$ cat config.mk
export PLATFORM = sky130hd
export DESIGN_NAME = serial_compare_ctrl
export DESIGN_NICKNAME = d
export VERILOG_FILES = /design/src/rtl/serial_compare_ctrl.sv
export SDC_FILE = /design/constraint.sdc
export NUM_CORES = 1
export LEC_CHECK = 0
export CAP_MARGIN = 20
export CORE_MARGIN = 3
export CORE_UTILIZATION = 44
export CTS_CLUSTER_DIAMETER = 100
export DETAILED_ROUTE_END_ITERATION = 8
export GPL_TIMING_DRIVEN = 1
export MAX_ROUTING_LAYER = met4
export PLACE_DENSITY_LB_ADDON = 0.1
export SYNTH_ARGS = -nofsm -noshare
export SYNTH_HDL_FRONTEND = slang
export SYNTH_SLANG_ARGS = --single-unit
$ cat constraint.sdc
create_clock -name clk -period 1.6 [get_ports clk]
set_input_delay 0.48 -clock clk [delete_from_list [all_inputs] [get_ports clk]]
set_output_delay 0.48 -clock clk [all_outputs]
set_load 0.02 [all_outputs]
$ cat src/rtl/serial_compare_ctrl.sv
// -----------------------------------------------------------------------------
// serial_compare_ctrl
//
// Bit-serial magnitude comparator with a small control FSM. A start request
// seen in IDLE captures both operands. The operands are then compared one bit
// per cycle, MSB first. The first differing bit fixes the outcome, and the
// registered result flags are loaded in DONE together with a one-cycle done
// pulse.
//
// Configuration macro:
//   SERIAL_CMP_EARLY_EXIT_EN - when defined, COMPARE leaves for DONE in the
//                              same cycle the first differing bit is found.
//                              Equal operands still scan all WIDTH bits.
//                              When undefined, COMPARE always lasts WIDTH
//                              cycles.
//
// Ports:
//   clk         in   system clock, rising edge
//   rst         in   asynchronous active-high reset
//   start       in   compare request, sampled only in IDLE
//   A_word      in   operand A [WIDTH], captured on accepted start
//   B_word      in   operand B [WIDTH], captured on accepted start
//   busy        out  high while in COMPARE
//   done        out  one-cycle pulse, flags updated this cycle
//   A_great_B   out  registered A > B
//   A_equals_B  out  registered A == B
//   A_less_B    out  registered A < B
//   bit_index   out  bit being compared this cycle (debug)
// -----------------------------------------------------------------------------
module serial_compare_ctrl #(
  parameter  int WIDTH = 8,
  localparam int IW    = (WIDTH > 1) ? $clog2(WIDTH) : 1
) (
  input  logic             clk,
  input  logic             rst,
  input  logic             start,
  input  logic [WIDTH-1:0] A_word,
  input  logic [WIDTH-1:0] B_word,
  output logic             busy,
  output logic             done,
  output logic             A_great_B,
  output logic             A_equals_B,
  output logic             A_less_B,
  output logic [IW-1:0]    bit_index
);

`ifdef SERIAL_CMP_EARLY_EXIT_EN
  localparam bit EARLY_EXIT = 1'b1;
`else
  localparam bit EARLY_EXIT = 1'b0;
`endif

  typedef enum logic [1:0] {
    S_IDLE    = 2'd0,
    S_COMPARE = 2'd1,
    S_DONE    = 2'd2
  } state_t;

  state_t           r_state;
  state_t           w_next;

  logic [WIDTH-1:0] r_a;
  logic [WIDTH-1:0] r_b;
  logic [IW-1:0]    r_idx;
  logic             r_gt;
  logic             r_lt;
  logic             r_done;
  logic             r_flag_gt;
  logic             r_flag_eq;
  logic             r_flag_lt;

  logic             w_a_bit;
  logic             w_b_bit;
  logic             w_bit_gt;
  logic             w_bit_lt;
  logic             w_bit_eq;
  logic             w_last_bit;

  // 1-bit compare of the operand bit selected this cycle.
  assign w_a_bit    = r_a[r_idx];
  assign w_b_bit    = r_b[r_idx];
  assign w_bit_gt   = w_a_bit & ~w_b_bit;
  assign w_bit_lt   = ~w_a_bit & w_b_bit;
  assign w_bit_eq   = ~(w_a_bit ^ w_b_bit);
  assign w_last_bit = (r_idx == '0);

  // NOTE: sequential state uses non-blocking assignments so every register
  // samples the values from before the edge, independent of block order.
  always_ff @(posedge clk or posedge rst) begin
    if (rst) begin
      r_state <= S_IDLE;
    end else begin
      r_state <= w_next;
    end
  end

  // NOTE: w_next gets a default before the case so no path leaves it
  // unassigned, which would otherwise infer a latch.
  always_comb begin
    w_next = r_state;
    case (r_state)
      S_IDLE: begin
        if (start) w_next = S_COMPARE;
      end
      S_COMPARE: begin
        // A differing bit seen here must be the first one, because an
        // earlier difference would already have forced the exit.
        if (w_last_bit || (EARLY_EXIT && !w_bit_eq)) w_next = S_DONE;
      end
      S_DONE: begin
        w_next = S_IDLE;
      end
      default: begin
        w_next = S_IDLE;
      end
    endcase
  end

  // Datapath: operand capture, serial accumulation, result registers.
  // The reset clears the captured operands, so an aborted compare leaves
  // nothing behind.
  always_ff @(posedge clk or posedge rst) begin
    if (rst) begin
      r_a       <= '0;
      r_b       <= '0;
      r_idx     <= '0;
      r_gt      <= 1'b0;
      r_lt      <= 1'b0;
      r_done    <= 1'b0;
      r_flag_gt <= 1'b0;
      r_flag_eq <= 1'b0;
      r_flag_lt <= 1'b0;
    end else begin
      r_done <= 1'b0;
      case (r_state)
        S_IDLE: begin
          if (start) begin
            r_a   <= A_word;
            r_b   <= B_word;
            r_idx <= IW'(WIDTH - 1);
            r_gt  <= 1'b0;
            r_lt  <= 1'b0;
          end
        end
        S_COMPARE: begin
          // Accumulate only while still undecided. This is what makes the
          // first differing bit final.
          if (!r_gt && !r_lt) begin
            r_gt <= w_bit_gt;
            r_lt <= w_bit_lt;
          end
          if (!w_last_bit) r_idx <= r_idx - 1'b1;
        end
        S_DONE: begin
          r_flag_gt <= r_gt;
          r_flag_lt <= r_lt;
          r_flag_eq <= ~(r_gt | r_lt);
          r_done    <= 1'b1;
        end
        default: ;
      endcase
    end
  end

  assign busy       = (r_state == S_COMPARE);
  assign done       = r_done;
  assign A_great_B  = r_flag_gt;
  assign A_equals_B = r_flag_eq;
  assign A_less_B   = r_flag_lt;
  assign bit_index  = r_idx;

endmodule
[After elaboration in Yosys (flattened, before gate mapping)]
Index checks and enable logic that the tools add are counted.
W data, S select, Z words.
Storage, ports and cells
  flip-flop bits (word level): 27
  logic and storage cells: 50
Operators by class
  bitwise gates (word level): 6
  $add $sub $neg: 1
  reduce and logical (&&, ||, !) cells: 10
  muxes and demuxes: 16
  equal/unequal tests: 6
  order comparisons: 1
Operator list (number)
  $bmux W1 S3: 2
  $mux W1: 6
  $mux W3: 2
  $pmux W3 S2: 1
  $reduce_and A3 Y1: 2
  $lt A3 B4 Y1 const B: 1
  $mux W2: 2
  $ne A2 B1 Y1 const B: 2
  $ne A2 B2 Y1 const B: 2
  $pmux W1 S2: 2
  $pmux W2 S2: 1
  $reduce_and A2 Y1: 2
  $logic_not A3 Y1: 1
  $not A1 Y1: 3
  $sub A3 B1 Y3 const B: 1
  $and A1 B1 Y1: 2
  $eq A2 B1 Y1 const B: 1
  $eq A2 B2 Y1 const B: 1
  $logic_not A1 Y1: 2
  $logic_not A2 Y1: 1
  $reduce_bool A2 Y1: 1
  $logic_and A1 B1 Y1: 1
  $or A1 B1 Y1: 1

[Logic depth before layout (Yosys ltp)]
  depth in word-level cells: 6
  mapped depth: 6

[Least setup slack after synthesis]
OpenSTA, ideal clock, no wires.
  path type: register to register
  start: register r_idx[0] (netlist: bit_index[0])
  end: register r_idx[1] (netlist: bit_index[1])
  clock period less this slack: 1.819 ns
  buffers on the path: 1
  cell stages (with the launch flop): 7
  arrival time: 1.695 ns
  data required time: 1.475 ns
  slack: -0.219 ns
  path through: dfrtp_1 buf_6 inv_1 ha_1 nor2b_1 a211oi_1 mux2_2
On the way
  cells in the longest elaborated chain, start to end: 3
  elaborated cells on any way between the ends: 6
Ends and longest elaborated chain
  start: declaration: RTL line 64  | logic [IW-1:0] r_idx;
  start signal: assignment: RTL line 140  | r_idx <= IW'(WIDTH - 1);
  start signal: assignment: RTL line 152  | if (!w_last_bit) r_idx <= r_idx - 1'b1;
  $sub A3 B1 Y3 / $logic_not A3 Y1 (equally long branches): RTL line 152, 85
  $mux W3 / $ne A2 B2 Y1 (equally long branches)
  $pmux W3 S2 / $reduce_and A3 Y1 (equally long branches)
Several ways; a longest one is shown, not always the timed one. The select of a mux whose other input is x is not followed.
A chain may end at the register's enable or synchronous reset.

[Final worst setup path]
  start: register r_idx[0] (netlist: bit_index[0])
  end: register r_gt
On the way
  cells in the longest elaborated chain, start to end: 6
  elaborated cells on any way between the ends: 8
Ends and longest elaborated chain
  $bmux W1 S3: RTL line 81  | assign w_b_bit = r_b[r_idx];
  $mux W1 (not written as such): RTL line 81
  $not A1 Y1: RTL line 82  | assign w_bit_gt = w_a_bit & ~w_b_bit;
  $and A1 B1 Y1 (*): RTL line 82
  $mux W1 (*): RTL line 148  | if (!r_gt && !r_lt) begin
  $pmux W1 S2 (*): RTL line 135  | case (r_state)
  end signal: assignment: RTL line 149  | r_gt <= w_bit_gt;
  end: declaration: RTL line 65  | logic r_gt;
Every way passes the cells marked *; elsewhere a longest branch is shown, timed or not. The select of a mux whose other input is x is not followed.

==> impl_metrics.env <==
export IMPL_ff2ff_setup_slack_ns=-0.1
export IMPL_place_port_buffers=26
export IMPL_fin_area_um2=1710
export IMPL_cts_tree="yes"
export IMPL_synth_nets=104
export IMPL_outcome="finished, violations left"
export IMPL_row_count=18
export IMPL_vdd_ir_drop_max_uv=1320
export IMPL_top_usage_layer="met2"
export IMPL_grtUsageMet2_pct=27.1
export IMPL_nets=147
export IMPL_finalClockSkew_ns=0.00403
export IMPL_yosys_area_share_simple_pct=6.45
export IMPL_num_vias=816
export IMPL_r2r_cells=3
export IMPL_max_freq_mhz=589
export IMPL_grt_antenna_before_repair=0
export IMPL_cp_start_kind="register"
export IMPL_whs_ns=0.325
export IMPL_overflow=0
export IMPL_yosys_warnings=0
export IMPL_synth_compound_area_share_pct=5.02
export IMPL_synth_seq_cells=27
export IMPL_io_pin_count=27
export IMPL_synth_top_family_by_area="multiplexers"
export IMPL_final_cells=155
export IMPL_synth_cell_type_count=22
export IMPL_final_util_pct=66.6
export IMPL_nFillCells=207
export IMPL_hold_viol=0
export IMPL_synth_commonest_cells="27 x dfrtp_1, 20 x mux2_2, 5 x inv_1"
export IMPL_clk_pin_slew_ns=0.14
export IMPL_synth_area_per_cell_um2=14.7
export IMPL_clk_latency_ns=0.32
export IMPL_slew_violations=0
export IMPL_cp_arrival_ns=1.92
export IMPL_fin_crit_ns=1.70
export IMPL_core_um2=2570
export IMPL_cp_data_required_time_ns=1.82
export IMPL_wl_per_cell_um=14.3
export IMPL_netlist_instances=83
export IMPL_gp_congestion=0.668
export IMPL_grt_pass1_vias=840
export IMPL_ctsRootBufferMaster="clkbuf_4"
export IMPL_ys_seq_area_share_pct=55.3
export IMPL_multi_input_area_um2=561
export IMPL_cts_sinks=27
export IMPL_viasPerCell=5.26
export IMPL_synthMuxAreaShare_pct=27.9
export IMPL_power_density_nw_per_um2=1870
export IMPL_start_util_pct=47.6
export IMPL_grt_max_degree=27
export IMPL_dp_hpwl_mm=1.66
export IMPL_die_w_um=58.7
export IMPL_criticalPathCategory="reg2reg"
export IMPL_crit_fanout=7
export IMPL_dpl_cell_area_um2=1620
export IMPL_synth_fa_ha_area_share_pct=2.05
export IMPL_grt_first_pass_wirelength_mm=3.84
export IMPL_grt_use_total_pct=15.1
export IMPL_wirelength_mm=2.22
export IMPL_synth_top_area_share_pct=55.3
export IMPL_tightest_slew_ns=0.310
export IMPL_fin_ws_ns=-0.0992
export IMPL_failed_checks="setup timing"
export IMPL_synthArstFlopShare_pct=100
export IMPL_clockBufferDepth=2
export IMPL_use_met1_pct=17.1
export IMPL_drive_gt1_share_pct=45.6
export IMPL_ant_nets=0
export IMPL_drt_iter0_drc=33
export IMPL_rsz0062_at_grt="true"
export IMPL_synth_edf_count=0
export IMPL_cp_end_kind="register"
export IMPL_area_growth_syn_to_layout_pct=40.1
export IMPL_yosysMostFrequentCell="dfrtp_1"
export IMPL_p_leak_uw=0.000778
export IMPL_num_antenna_cells=0
export IMPL_hp_class="in2async"
export IMPL_maxSlewHeadroom_pct=79.1
export IMPL_use_met3_pct=1.97
export IMPL_synthTopCellsByArea="dfrtp_1 55%, mux2_2 18%, mux4_1 8.6%, ha_1 2.0%, inv_1 1.5%"
export IMPL_dieArea_um2=3440
export IMPL_seqCellArea_um2=678
export IMPL_drt_pass1_iter_count=2
export IMPL_ys_flop_type="dfrtp_1"
export IMPL_fin_crit_sh_pct=106
export IMPL_dieHeight_um=58.7
export IMPL_synth_largest_area_cell="dfrtp_1"
export IMPL_pre_cts_ws_ns=-0.240
export IMPL_synth_cell_area_um2=1220
export IMPL_dp_cells=147
export IMPL_drc_errors=0
export IMPL_cts_buffers_inserted=3
export IMPL_synth_xor_area_share_pct=0
export IMPL_drv_cap=0
export IMPL_setup_violations=3
export IMPL_cts_max_level=1
[power breakdown]
part           switching [uW]  internal, uW
Clock                     195          93.5
Combinational             692          1020
Sequential                192          1010
Total                    1080          2120
[state kept, by name, indices dropped and copies added, names as in the netlist]
signal / count
r_a: 8
r_lt: 1
r_b: 8
r_state: 2
A_great_B: 1
bit_index: 3
A_equals_B: 1
done: 1
A_less_B: 1
r_gt: 1
[logic make-up (layout without fill, tap and decap cells)]
kind of cell	Yosys count	in the layout
DFF	27	27
muxes	25	25
and+or+nand+nor	14	14
buffers and inverters	8	50
AOI/OAI and AO/OA	7	7
adders and majority gates	2	2
[path summary, 6_finish.rpt]
path                              start      endpoint
min in group clk             A_equals_B    A_equals_B
max in group asynchronous           rst  bit_index[0]
hold reg to reg              A_equals_B    A_equals_B
hold / removal                      rst          done
setup reg to reg           bit_index[0]          r_gt
setup / recovery           bit_index[0]          r_gt
[critical path, cell delays in order (launching register included)]
cell and delay [ns]:
dfrtp_2 0.49, mux4_2 0.54, mux2_4 0.29, o41ai_4 0.28
[layout make-up]
cell class              count  area share (%)
well taps                  30            2.19
repair buffers             41            22.7
clock inverters             1           0.293
flip-flops and latches     27            39.6
multi-input cells          48            32.8
inverters                   5            1.10
clock buffers               3            1.32
[metal layers]
metal / up-vias / wire [um]
li1: 377 / -
met4: 0 / 12
met2: 15 / 1220
met3: 2 / 95
met1: 422 / 892
met5: - / 0
[cell usage in the layout, fill, tap and decap left out, types with 2 or more instances in the layout]
cell type and count:
inv_2 2, dfrtp_2 2, mux4_2 3, nor2_1 2, mux2_4 2, buf_4 13
o21ai_0 2, nand2b_1 2, inv_1 3, clkbuf_4 3, clkdlybuf4s50_1 18, dlygate4sd2_1 5
mux2_2 18, nand2_1 3, buf_12 2, dfrtp_1 25
[timing repair]
item,4_1_cts,5_1_grt
buffers inserted,2,2
cloned,0,0
pin swaps,1,1
endpoints found under the setup margin,11,5
hold buffers,0,0
gates resized for setup,18,10
[metrics by stage]
step	setup TNS [ns]	power (uW)
floorplan	-0.107	2170
global placement	-4.28	2660
detailed placement	-4.26	2730
CTS	-0.277	3050
global route	-0.424	3430
finish	-0.165	3200
No activity file was read; power rests on OpenSTA's default activity.
